--- src/rtl/ps2_transmit.sv ---
// ps2_transmit -- serialises two 10-button controller vectors onto a 5-bit bus.
// Each frame holds {controller, button code} for HOLD_CYCLES, then code 0 for
// GAP_CYCLES, then the other controller is examined (round-robin controllers).
// Optional build macro PS2_TX_ROUNDROBIN_EN: each controller remembers the last
// button it sent and the next search starts just after it, so simultaneously
// held buttons take turns. Without the macro the lowest set bit always wins.
module ps2_transmit #(
   parameter int HOLD_CYCLES = 600000,
   parameter int GAP_CYCLES  = 1000
) (
   input  logic       clock,
   input  logic       reset_n,
   input  logic [9:0] c1,
   input  logic [9:0] c2,
   output logic [4:0] GPIO_0,
   output logic       busy,
   output logic       frame_done
);

   typedef enum logic [1:0] {
      IDLE = 2'd0,
      SEND = 2'd1,
      GAP  = 2'd2
   } state_t;

   localparam logic [20:0] HOLD_LAST = 21'(HOLD_CYCLES - 1);
   localparam logic [20:0] GAP_LAST  = 21'(GAP_CYCLES - 1);

   state_t      state_q, state_d;
   logic        slot_q, slot_d;
   logic [20:0] cnt_q, cnt_d;
   logic [4:0]  gpio_q, gpio_d;
   logic        busy_q, busy_d;
   logic        done_q, done_d;
   logic [9:0]  sel_vec_s;
   logic [3:0]  pick_idx_s;

`ifdef PS2_TX_ROUNDROBIN_EN
   logic [3:0]  last0_q, last0_d;
   logic [3:0]  last1_q, last1_d;
   logic [3:0]  last_sel_s;

   // Search starts after the previously sent index and wraps 9 -> 0.
   function automatic logic [3:0] pick_rr(input logic [9:0] vec, input logic [3:0] last);
      logic [3:0] idx;
      logic [3:0] cand;
      logic       found;
      idx   = 4'd0;
      found = 1'b0;
      cand  = (last >= 4'd9) ? 4'd0 : last + 4'd1;
      for (int k = 0; k < 10; k++) begin
         if (!found && vec[cand]) begin
            idx   = cand;
            found = 1'b1;
         end
         cand = (cand == 4'd9) ? 4'd0 : cand + 4'd1;
      end
      return idx;
   endfunction
`else
   // Fixed priority: lowest set bit index wins.
   function automatic logic [3:0] pick_lowest(input logic [9:0] vec);
      logic [3:0] idx;
      idx = 4'd0;
      for (int i = 9; i >= 0; i--) begin
         if (vec[i]) begin
            idx = 4'(i);
         end
      end
      return idx;
   endfunction
`endif

   assign sel_vec_s = slot_q ? c2 : c1;

`ifdef PS2_TX_ROUNDROBIN_EN
   assign last_sel_s = slot_q ? last1_q : last0_q;
   assign pick_idx_s = pick_rr(sel_vec_s, last_sel_s);
`else
   assign pick_idx_s = pick_lowest(sel_vec_s);
`endif

   // Next-state, counter and bus value for the IDLE/SEND/GAP sequencer.
   always_comb begin
      state_d = state_q;
      slot_d  = slot_q;
      cnt_d   = cnt_q;
      gpio_d  = gpio_q;
`ifdef PS2_TX_ROUNDROBIN_EN
      last0_d = last0_q;
      last1_d = last1_q;
`endif
      case (state_q)
         IDLE: begin
            if (sel_vec_s == 10'd0) begin
               gpio_d = {slot_q, 4'd0};
               slot_d = ~slot_q;
            end else begin
               gpio_d  = {slot_q, pick_idx_s + 4'd1};
               state_d = SEND;
               cnt_d   = 21'd0;
`ifdef PS2_TX_ROUNDROBIN_EN
               if (slot_q) begin
                  last1_d = pick_idx_s;
               end else begin
                  last0_d = pick_idx_s;
               end
`endif
            end
         end
         SEND: begin
            if (cnt_q == HOLD_LAST) begin
               state_d = GAP;
               cnt_d   = 21'd0;
               gpio_d  = {slot_q, 4'd0};
            end else begin
               cnt_d = cnt_q + 21'd1;
            end
         end
         GAP: begin
            if (cnt_q == GAP_LAST) begin
               state_d = IDLE;
               slot_d  = ~slot_q;
               cnt_d   = 21'd0;
            end else begin
               cnt_d = cnt_q + 21'd1;
            end
         end
         default: begin
            state_d = IDLE;
            slot_d  = 1'b0;
            cnt_d   = 21'd0;
            gpio_d  = 5'd0;
         end
      endcase
      // Status flags are registered from the next state so they line up with GPIO_0.
      busy_d = (state_d != IDLE);
      done_d = (state_d == GAP) && (cnt_d == GAP_LAST);
   end

   // State, counter and registered outputs; reset aborts any frame in flight.
   always_ff @(posedge clock or negedge reset_n) begin
      if (!reset_n) begin
         state_q <= IDLE;
         slot_q  <= 1'b0;
         cnt_q   <= 21'd0;
         gpio_q  <= 5'd0;
         busy_q  <= 1'b0;
         done_q  <= 1'b0;
      end else begin
         state_q <= state_d;
         slot_q  <= slot_d;
         cnt_q   <= cnt_d;
         gpio_q  <= gpio_d;
         busy_q  <= busy_d;
         done_q  <= done_d;
      end
   end

`ifdef PS2_TX_ROUNDROBIN_EN
   // Last-sent button index per controller; 9 makes the first search start at bit 0.
   always_ff @(posedge clock or negedge reset_n) begin
      if (!reset_n) begin
         last0_q <= 4'd9;
         last1_q <= 4'd9;
      end else begin
         last0_q <= last0_d;
         last1_q <= last1_d;
      end
   end
`endif

   assign GPIO_0     = gpio_q;
   assign busy       = busy_q;
   assign frame_done = done_q;

endmodule
--- config.mk ---
export PLATFORM = sky130hd
export DESIGN_NAME = ps2_transmit
export DESIGN_NICKNAME = d
export VERILOG_FILES = /design/src/rtl/ps2_transmit.sv
export SDC_FILE = /design/constraint.sdc
export NUM_CORES = 1
export LEC_CHECK = 0
export BUFFER_PORTS_ARGS = -buffer_cell sky130_fd_sc_hd__buf_2
export CORE_MARGIN = 1.5
export CORE_UTILIZATION = 57
export DETAILED_ROUTE_END_ITERATION = 12
export PLACE_DENSITY_LB_ADDON = 0.12
export SYNTH_ARGS = -nofsm -noshare
export SYNTH_HDL_FRONTEND = slang
export SYNTH_SLANG_ARGS = --single-unit
--- constraint.sdc ---
create_clock -name clock -period 3.9 [get_ports clock]
set_input_delay 0.39 -clock clock [delete_from_list [all_inputs] [get_ports clock]]
set_output_delay 0.39 -clock clock [all_outputs]
set_load 0.01 [all_outputs]
==> results.py, run 1 <==
metrics = {
    "drt": {
        "post-route-drc-count": 0,
        "post_drt_wl_per_cell_um": 15.6,
        "dr.pass1.iters": 4,
        "viasPerCell": 6.28,
        "ant_nets": 0,
        "drtIter0Drc": 196,
        "vias": 2053,
        "drt_wl_total_um": 5110,
    },
    "global_route": {
        "grt_antenna_before_repair": 0,
        "globalRouteOverflowTotal": 0,
        "grt_pass1_vias": 1862,
        "grtUsageTotal": 0.276,
        "grt_max_degree": 32,
        "grt_pass1_wl_um": 8830,
    },
    "worst_setup_path": {
        "crit_path_end_kind": "flop",
        "cp.arrival_ns": 3.82,
        "reg2reg_to": "frame_done",
        "reg2reg_setup_slack_ns": 0.31,
        "cp_max_fo": 8,
        "crit_start": "cnt_q[0]",
        "endpoint": "frame_done",
        "critical_path_class": "flop to flop",
        "crit_slowest_cell": "or4_1",
        "timing.rr.start": "cnt_q[0]",
        "crit_chain": "ha_1, and4_1, nand3b_1, o41ai_4, buf_4, a21oi_1, a221o_1, or4_1, a2111o_1, a2111oi_2",
        "critical_path_required_ns": 4.13,
        "startpoint_type": "flop",
        "rr_worst_depth": 10,
        "critical-path-max-stage-delay_ns": 0.49,
    },
    "cells_and_area": {
        "nFillCells": 305,
        "final-instance-count-excl-fill": 327,
        "multi_input_area_mm2": 0.00122,
        "n_antenna_cell": 0,
        "final_common_cell": "dfrtp_1",
        "regArea_um2": 776,
        "nNetsFinal": 304,
        "drive_above_1_share": 0.178,
        "layout_common_cells": "dfrtp_1, nand2_1, buf_2",
        "syn_to_final_growth_pct": 12.5,
    },
    "yosys": {
        "ys_types": 54,
        "yosys_warnings": 0,
        "synthesis.area_mm2": 0.00208,
        "syn_inst": 251,
        "synth_flop_cell": "dfrtp_1",
        "ys_async_sr_fraction": 1.00,
        "ys_seq_elements": 31,
        "syn_nets": 275,
        "synth-edff-count": 0,
        "ys_seq_area_frac": 0.373,
        "syn_avg_cell_area_um2": 8.27,
    },
    "die": {
        "rows": 21,
        "die_width_um": 63.4,
        "dieArea_mm2": 0.00402,
        "start_util": 0.608,
        "core_area_mm2": 0.00342,
        "die_h_um": 63.4,
        "io_pins": 29,
    },
    "sta": {
        "rsz0062_at_grt": "no",
        "hold_ws_ns": 0.0839,
        "fin_skew_ns": 0.0105,
        "worst_slew_pin_slew_ns": 0.673,
        "fmax_ghz": 0.279,
        "fin_crit_sh": 0.920,
        "fin_tns_setup_ns": 0,
        "period_minus_slack_ns": 3.59,
        "final-setup-viol-count": 0,
        "hold_viol_final": 0,
        "slew_viol_final": 0,
        "slew_headroom": 0.551,
    },
    "cts": {
        "tritoncts": "done",
        "htree_levels": 2,
        "ctsResizeCount": 0,
        "clock_sinks": 31,
        "cts_setup_buffers": 0,
        "cts_buffers": 5,
        "clock_latency_ns": 0.33,
        "clockBufferDepth": 2,
        "cts_hold_buf": 0,
        "clk_pin_slew_ns": 0.10,
        "root_buffer": "clkbuf_4",
    },
    "power": {
        "switching_power_w": 0.000126,
        "power.leakage_nw": 1.06,
        "pwr-share-comb": 0.059,
        "p_int_w": 0.000442,
        "swShare": 0.221,
        "p_clk_frac": 0.375,
        "seqPwrFrac": 0.566,
        "power-per-cell-area_mw_per_mm2": 243,
        "irDropWorstVdd_v": 0.000183,
    },
    "flow_run": {
        "drv_cap": 0,
    },
    "placed_design": {
        "dpl.cell_count": 317,
        "hpwl_um": 3870,
        "gp_congestion": 0.974,
        "portBuffers": 28,
    },
    "worst_hold_path": {
        "min_path_type": "primary input to async pin",
    },
    "status": {
        "status": "finished clean",
    },
}
cells by family after synthesis:
kind of cell	count (synthesis)	share of synthesized area
muxes	2	0.00964
buffers and inverters	20	0.0410
xor gates and xnor gates	4	0.0169
DFF	31	0.373
and+or+nand+nor	114	0.286
adders and majority gates	2	0.0120
AOI/OAI and AO/OA	78	0.261
cells in the mapped netlist, types with 2 or more instances:
| cell type | count | area share |
|---|---|---|
| o21bai_1 | 2 | 0.0072 |
| nand3_1 | 15 | 0.036 |
| or3_1 | 4 | 0.012 |
| nand2b_1 | 6 | 0.018 |
| ha_1 | 2 | 0.012 |
| nor4_1 | 2 | 0.0060 |
| a21o_1 | 7 | 0.025 |
| or4_1 | 5 | 0.018 |
| nand4_1 | 6 | 0.018 |
| a21boi_0 | 2 | 0.0072 |
| nand3b_1 | 2 | 0.0072 |
| a31oi_1 | 8 | 0.024 |
| a22oi_1 | 3 | 0.011 |
| a21oi_1 | 14 | 0.034 |
| o21ai_0 | 22 | 0.053 |
| nor3_1 | 6 | 0.014 |
| mux2i_1 | 2 | 0.0096 |
| nor2_1 | 21 | 0.038 |
| buf_2 | 8 | 0.019 |
| xnor2_1 | 3 | 0.013 |
| clkbuf_1 | 4 | 0.0072 |
| nor2b_1 | 2 | 0.0060 |
| dfrtp_1 | 31 | 0.37 |
| and3_1 | 7 | 0.021 |
| nand2_1 | 28 | 0.051 |
| o31ai_1 | 5 | 0.018 |
| inv_1 | 7 | 0.013 |
flip-flops by register name, summed over array words and instances, names as in the netlist:
| signal | count |
|---|---|
| frame_done | 1 |
| state_q | 2 |
| GPIO_0 | 5 |
| busy | 1 |
| slot_q | 1 |
| cnt_q | 21 |
cell type report:
type / count / area share
tap: 46 / 0.0246
clock buffer: 8 / 0.0294
multi-input combinational: 200 / 0.520
inverter: 7 / 0.0112
sequential: 31 / 0.332
timing repair buffer: 35 / 0.0824
critical path, delay by kind of cell (launching register included):
kind / cells / cell delay (ns)
buf+inv: 1 / 0.22
simple gates: 3 / 1.05
fa+ha+maj: 1 / 0.33
compound gates: 5 / 1.45
flops: 1 / 0.45
per-stage QoR:
stage | power [W] | area, µm² | setup WS [ns] | util
final | 0.000567 | 2340 | 0.312 | 0.684
after global placement | 0.000360 | 2250 | 0.436 | 0.660
after detailed placement | 0.000361 | 2250 | 0.275 | 0.660
after global routing | 0.000594 | 2340 | 0.106 | 0.684
after CTS | 0.000574 | 2320 | 0.260 | 0.680
after floorplan | 0.000340 | 2080 | 0.804 | -
per-layer routing:
metal  vias to the layer above  wire length (µm)  global-route usage
met5                         -                 0                   0
met4                         0                87              0.0842
li1                       1001                 -                   -
met2                        86              2220               0.401
met1                       957              2350               0.406
met3                         9               451              0.0661
worst min path at each step:
stage	to	from	depth (start not counted)
after detailed placement	GPIO_0[0]	reset_n	1
after floorplan	GPIO_0[0]	reset_n	0
after CTS	cnt_q[4]	reset_n	1
after global placement	GPIO_0[0]	reset_n	1
after global routing	cnt_q[4]	reset_n	1
final	cnt_q[4]	reset_n	1
power by group through the flow:
stage               clock network, W  registers [W]  logic (W)
detailed placement                 0       0.000328  0.0000338
CTS                         0.000219       0.000321  0.0000340
global placement                   0       0.000328  0.0000326
finish                      0.000213       0.000321  0.0000336
global route                0.000234       0.000321  0.0000391
floorplan                          0       0.000328  0.0000129
No activity file was read; power rests on OpenSTA's default activity.
==> inputs of run 2 (changes only) <==
--- a/config.mk
+++ b/config.mk
@@ -9,6 +9,7 @@
 export CORE_MARGIN = 1.5
 export CORE_UTILIZATION = 57
 export DETAILED_ROUTE_END_ITERATION = 12
+export GPL_TIMING_DRIVEN = 0
 export PLACE_DENSITY_LB_ADDON = 0.12
 export SYNTH_ARGS = -nofsm -noshare
 export SYNTH_HDL_FRONTEND = slang
==> constraint.sdc (replaced) <==
create_clock -name clock -period 4.05 [get_ports clock]
set_input_delay 0.405 -clock clock [delete_from_list [all_inputs] [get_ports clock]]
set_output_delay 0.405 -clock clock [all_outputs]
set_load 0.01 [all_outputs]
==> run 2 against run 1 <==
Net effect: final cell count rose by 1.8%; hold slack improved by 0.00083 ns; clock power grew 18%; critical endpoint unchanged; sequential share of layout area shrank 0.33 points; first-iteration DRC count increased by 28%; die area unchanged; core utilization is 0.70 points higher; fmax down 2.3%; power grew 4.5%; clock skew rose by 0.0059 ns; largest cell class unchanged; critical path depth grew 1.
==> results.py, run 2 (synthesis results as in run 1) <==
metrics = {
    "status": {
        "status": "finished clean",
    },
    "worst_setup_path": {
        "path_common_cell": "buf_2",
        "crit_chain": "ha_1, buf_2, and4_1, buf_2, nand3b_1, o41ai_4, a21oi_1, a221o_1, or4_1, a2111o_1, a2111oi_2",
        "crit_path_end_kind": "flop",
        "crit_buf_inv": 2,
        "cp_max_fo": 10,
        "critical_path_class": "flop to flop",
        "crit_slowest_cell": "o41ai_4",
        "startpoint_type": "flop",
        "cp.arrival_ns": 3.91,
        "critical_path_required_ns": 4.28,
        "path_delay_family": "compound AO/OA/AOI/OAI gates",
        "critical-path-max-stage-delay_ns": 0.57,
    },
    "power": {
        "irDropWorstVdd_v": 0.000193,
        "power_w": 0.000593,
        "power-per-cell-area_mw_per_mm2": 251,
        "power.leakage_nw": 1.07,
    },
    "drt": {
        "dr.pass1.iters": 5,
        "post_drt_wl_per_cell_um": 14.9,
        "vias": 2021,
        "drtIter0Drc": 251,
        "drt_wl_total_um": 4950,
        "post-route-drc-count": 0,
        "ant_nets": 0,
        "viasPerCell": 6.07,
    },
    "cts": {
        "tritoncts": "done",
        "cts_buffers": 5,
        "root_buffer": "clkbuf_4",
        "clock_latency_ns": 0.34,
        "clock_sinks": 31,
        "htree_levels": 2,
        "cts_hold_buf": 0,
        "ctsResizeCount": 0,
        "clockBufferDepth": 2,
        "clk_pin_slew_ns": 0.10,
        "cts_setup_buffers": 0,
    },
    "sta": {
        "setup_slack_ns": 0.378,
        "slew_headroom": 0.541,
        "period_minus_slack_ns": 3.67,
        "fin_tns_setup_ns": 0,
        "fin_crit_sh": 0.907,
        "fin_skew_ns": 0.0164,
        "final-setup-viol-count": 0,
        "worst_slew_pin_slew_ns": 0.681,
        "slew_viol_final": 0,
        "rsz0062_at_grt": "no",
        "fmax_ghz": 0.272,
        "hold_viol_final": 0,
    },
    "global_route": {
        "grtUsageTotal": 0.273,
        "grt_pass1_wl_um": 8570,
        "globalRouteOverflowTotal": 0,
        "grt_antenna_before_repair": 0,
        "grt_max_degree": 32,
        "grt_pass1_vias": 1862,
    },
    "die": {
        "core_area_mm2": 0.00342,
        "start_util": 0.608,
        "dieArea_mm2": 0.00402,
        "die_width_um": 63.4,
        "io_pins": 29,
        "die_h_um": 63.4,
        "rows": 21,
    },
    "worst_hold_path": {
        "min_path_type": "primary input to async pin",
    },
    "cells_and_area": {
        "final_common_cell": "buf_2",
        "n_antenna_cell": 0,
        "syn_to_final_growth_pct": 13.7,
        "nFillCells": 305,
        "layout_common_cells": "buf_2, dfrtp_1, nand2_1",
        "drive_above_1_share": 0.181,
        "regMostFlops": "cnt_q",
        "largest_reg_flops": 21,
        "nNetsFinal": 310,
        "design_area_mm2": 0.00236,
    },
    "placed_design": {
        "portBuffers": 28,
        "gp_congestion": 0.952,
        "post-place-ws_ns": 0.456,
        "place_area_mm2": 0.00227,
        "hpwl_um": 3700,
    },
    "flow_run": {
        "drv_cap": 0,
    },
}
-- run 2: changes by cell type in the layout (fill, tap and decap cells not counted) --
cell | previous run | this run
bufinv_16 | 0 | 1
buf_4 | 7 | 0
clkbuf_8 | 2 | 1
buf_2 | 28 | 36
clkbuf_1 | 1 | 4
buf_1 | 0 | 1
clkinv_2 | 0 | 1
-- run 2: per-stage QoR --
| step | hold WS [ns] | utilization | cells |
|---|---|---|---|
| after detailed placement | 0.465 | 0.666 | 325 |
| final | 0.0847 | 0.691 | 333 |
| after global routing | 0.146 | 0.691 | 333 |
| after global placement | 0.455 | 0.666 | 325 |
| after CTS | 0.108 | 0.691 | 333 |
| after floorplan | 0.109 | - | 251 |
-- run 2: area by class of cell --
type / instances / area [µm²] / area share
buffer: 13 / 58.8 / 0.0249
multi-input combinational: 200 / 1220 / 0.515
timing repair buffer: 28 / 140 / 0.0594
inverter: 7 / 26.3 / 0.0111
sequential: 31 / 776 / 0.329
clock buffer: 6 / 51.3 / 0.0217
clock inverter: 2 / 35.0 / 0.0148
tap: 46 / 57.6 / 0.0244
-- run 2: final timing paths --
kind | startpoint | endpoint | slack [ns] | cells after the start
max | cnt_q[0] | frame_done | 0.38 | 11
min | reset_n | GPIO_0[0] | 0.08 | 1
max reg2reg | cnt_q[0] | frame_done | 0.38 | 11
min reg2reg | GPIO_0[1] | GPIO_0[1] | 0.48 | 2
max in group asynchronous | reset_n | cnt_q[15] | 3.51 | 1
min in group clock | c1[0] | GPIO_0[0] | 0.45 | 3
-- run 2: layer usage --
layer / up-vias / share of wire / track usage
met2: 64 / 0.44 / 0.414
met5: - / 0 / 0
li1: 1008 / - / -
met4: 0 / 0.011 / 0.0761
met1: 944 / 0.48 / 0.395
met3: 5 / 0.068 / 0.0589
-- run 2: report_power, final --
part | leakage [nW] | internal (W) | switching [W] | total, W
Sequential | 0.355 | 0.000309 | 0 | 0.000309
Clock | 0.0482 | 0.000146 | 0.000106 | 0.000252
Combinational | 0.667 | 0.0000140 | 0.0000178 | 0.0000319
==> inputs of run 3 (changes only) <==
--- a/config.mk
+++ b/config.mk
@@ -5,12 +5,14 @@
 export SDC_FILE = /design/constraint.sdc
 export NUM_CORES = 1
 export LEC_CHECK = 0
+export ABC_AREA = 1
 export BUFFER_PORTS_ARGS = -buffer_cell sky130_fd_sc_hd__buf_2
+export CORE_ASPECT_RATIO = 0.8
 export CORE_MARGIN = 1.5
-export CORE_UTILIZATION = 57
+export CORE_UTILIZATION = 58
 export DETAILED_ROUTE_END_ITERATION = 12
 export GPL_TIMING_DRIVEN = 0
-export PLACE_DENSITY_LB_ADDON = 0.12
+export PLACE_DENSITY = 0.91
 export SYNTH_ARGS = -nofsm -noshare
 export SYNTH_HDL_FRONTEND = slang
 export SYNTH_SLANG_ARGS = --single-unit
==> run 3 against run 2 <==
Net effect: hold slack better by 0.065 ns; clock skew shrank 0.0045 ns; critical path depth grew 4.
==> results.py, run 3 <==
metrics = {
    "status": {
        "status": "finished clean",
    },
    "power": {
        "seqPwrFrac": 0.460,
        "p_clk_frac": 0.486,
        "p_int_w": 0.000522,
        "irDropWorstVdd_v": 0.000203,
        "swShare": 0.224,
        "pwr-share-comb": 0.055,
        "power-per-cell-area_mw_per_mm2": 250,
        "power.leakage_nw": 1.41,
        "switching_power_w": 0.000150,
    },
    "sta": {
        "period_minus_slack_ns": 2.53,
        "fin_skew_ns": 0.0120,
        "final-setup-viol-count": 0,
        "fin_crit_sh": 0.624,
        "rsz0062_at_grt": "no",
        "hold_viol_final": 0,
        "worst_slew_pin_slew_ns": 0.713,
        "slew_headroom": 0.525,
        "fmax_ghz": 0.396,
        "slew_viol_final": 0,
        "fin_tns_setup_ns": 0,
        "setup_slack_ns": 1.52,
    },
    "worst_setup_path": {
        "critical-path-max-stage-delay_ns": 0.44,
        "critical_path_required_ns": 4.27,
        "critical_path_class": "flop to flop",
        "cp_max_fo": 10,
        "crit_slowest_cell": "dfrtp_1",
        "cp.arrival_ns": 2.75,
        "startpoint_type": "flop",
        "path_common_cell": "nand2_1",
        "crit_chain": "ha_1, nand2_1, inv_1, nand2_1, nor2_1, nand3_1, nand2_1, nand2_1, clkbuf_1, nand2_1, nand2_2, inv_2, nor2_1, nand4_1, nor2_1",
        "crit_buf_inv": 3,
        "path_delay_family": "simple AND/OR/NAND/NOR gates",
        "crit_path_end_kind": "flop",
    },
    "cts": {
        "clk_pin_slew_ns": 0.08,
        "root_buffer": "clkbuf_8",
        "htree_levels": 2,
        "clock_sinks": 31,
        "clock_latency_ns": 0.30,
        "clockBufferDepth": 2,
        "ctsResizeCount": 0,
        "tritoncts": "done",
        "cts_setup_buffers": 0,
        "cts_buffers": 5,
        "cts_hold_buf": 0,
    },
    "placed_design": {
        "portBuffers": 28,
        "gp_congestion": 0.967,
        "post-place-ws_ns": 1.64,
        "hpwl_um": 4970,
    },
    "yosys": {
        "syn_avg_cell_area_um2": 6.55,
        "synth_xor_area_frac": 0.0333,
        "synth.largest_area_cell": "dfrtp_1",
        "synth-simple-area-share": 0.454,
        "synth_common_cells": "nand2_1, inv_1, nor2_1",
        "synth_top_family_by_area": "simple AND/OR/NAND/NOR gates",
        "synthTopCellsByArea": "dfrtp_1, nand2_1, inv_1",
        "ys_seq_elements": 31,
        "ys_seq_area_frac": 0.328,
        "synthAdderAreaFrac": 0.0106,
        "ys_async_sr_fraction": 1.00,
        "synth_compound_area_frac": 0.0688,
        "syn_nets": 385,
        "yosysMostFrequentCell": "nand2_1",
        "syn_inst": 361,
        "yosys_warnings": 0,
        "synthMuxAreaShare": 0,
        "synth-edff-count": 0,
        "yosysTopAreaCellShare": 0.328,
        "ys_types": 34,
        "synth_flop_cell": "dfrtp_1",
        "synthesis.area_mm2": 0.00236,
    },
    "drt": {
        "viasPerCell": 5.55,
        "drt_wl_total_um": 6580,
        "post_drt_wl_per_cell_um": 14.6,
        "wl_met3_um": 721,
        "post-route-drc-count": 0,
        "wl_met2_um": 2710,
        "vias": 2508,
        "dr.pass1.iters": 6,
        "ant_nets": 0,
        "wl_met1_um": 2990,
        "drtIter0Drc": 397,
        "highest_layer": "met4",
    },
    "cells_and_area": {
        "regMostFlops": "cnt_q",
        "nNetsFinal": 420,
        "syn_to_final_growth_pct": 13.8,
        "final_common_cell": "nand2_1",
        "layout_common_cells": "nand2_1, inv_1, nor2_1",
        "n_antenna_cell": 0,
        "largest_reg_flops": 21,
        "drive_above_1_share": 0.166,
    },
    "global_route": {
        "grt_pass1_vias": 2203,
        "grt_antenna_before_repair": 0,
        "globalRouteOverflowTotal": 0,
        "grt_max_degree": 32,
        "grtUsageTotal": 0.314,
        "grt_pass1_wl_um": 10400,
    },
    "die": {
        "rows": 20,
        "io_pins": 29,
        "start_util": 0.614,
        "dieArea_mm2": 0.00447,
        "core_area_mm2": 0.00385,
        "die_h_um": 60.1,
        "die_width_um": 74.4,
    },
    "worst_hold_path": {
        "min_path_type": "primary input to async pin",
    },
    "flow_run": {
        "drv_cap": 0,
    },
}
[run 3: routing by layer]
layer	up-vias	track usage
met3	25	0.0826
met1	1126	0.453
met5	-	0
met2	136	0.454
met4	0	0.104
li1	1221	-
[run 3: logic make-up after synthesis]
| group | count (synthesis) |
|---|---|
| xor+xnor | 9 |
| simple gates | 233 |
| compound gates | 27 |
| fa+ha+maj | 2 |
| buf+inv | 59 |
| flops | 31 |
[run 3: per-stage QoR]
stage	std cells	total power [W]	utilization	instance area, µm²	hold slack (ns)
after floorplan	361	0.000333	-	2360	0.109
after CTS	452	0.000673	0.698	2690	0.170
final	452	0.000673	0.698	2690	0.150
after global routing	452	0.000694	0.698	2690	0.224
after detailed placement	444	0.000352	0.668	2570	0.474
after global placement	444	0.000351	0.668	2570	0.462
[run 3: area by class of cell]
cell class | count | area, µm²
multi-input combinational | 271 | 1340
fill | 331 | 1160
sequential | 31 | 776
inverter | 49 | 184
timing repair buffer | 28 | 140
clock buffer | 6 | 82.6
tap | 55 | 68.8
buffer | 10 | 65.1
clock inverter | 2 | 35.0
[run 3: power groups by stage]
stage                     registers, W  clock network [W]  logic (W)
after floorplan               0.000315                  0  0.0000175
after global placement        0.000315                  0  0.0000352
after detailed placement      0.000315                  0  0.0000367
after CTS                     0.000310           0.000326  0.0000367
after global routing          0.000309           0.000343  0.0000418
final                         0.000310           0.000327  0.0000367
[run 3: worst register-to-register path, cell delays in order, from the launching register on]
cell and delay [ns]:
dfrtp_1 0.44, ha_1 0.27, nand2_1 0.10, inv_1 0.09, nand2_1 0.07, nor2_1 0.04, nand3_1 0.07, nand2_1 0.07
nand2_1 0.25, clkbuf_1 0.40, nand2_1 0.12, nand2_2 0.10, inv_2 0.04, nor2_1 0.15, nand4_1 0.14, nor2_1 0.11
[run 3: final timing paths]
kind                       slack [ns]  startpoint  cells after the start          to
hold / removal                   0.15     reset_n                      1   cnt_q[16]
hold reg to reg                  0.49   GPIO_0[4]                      2   GPIO_0[4]
setup / recovery                 1.52    cnt_q[0]                     15  frame_done
setup reg to reg                 1.52    cnt_q[0]                     15  frame_done
min in group clock               0.49   GPIO_0[4]                      2   GPIO_0[4]
max in group asynchronous        3.43     reset_n                      1   GPIO_0[4]
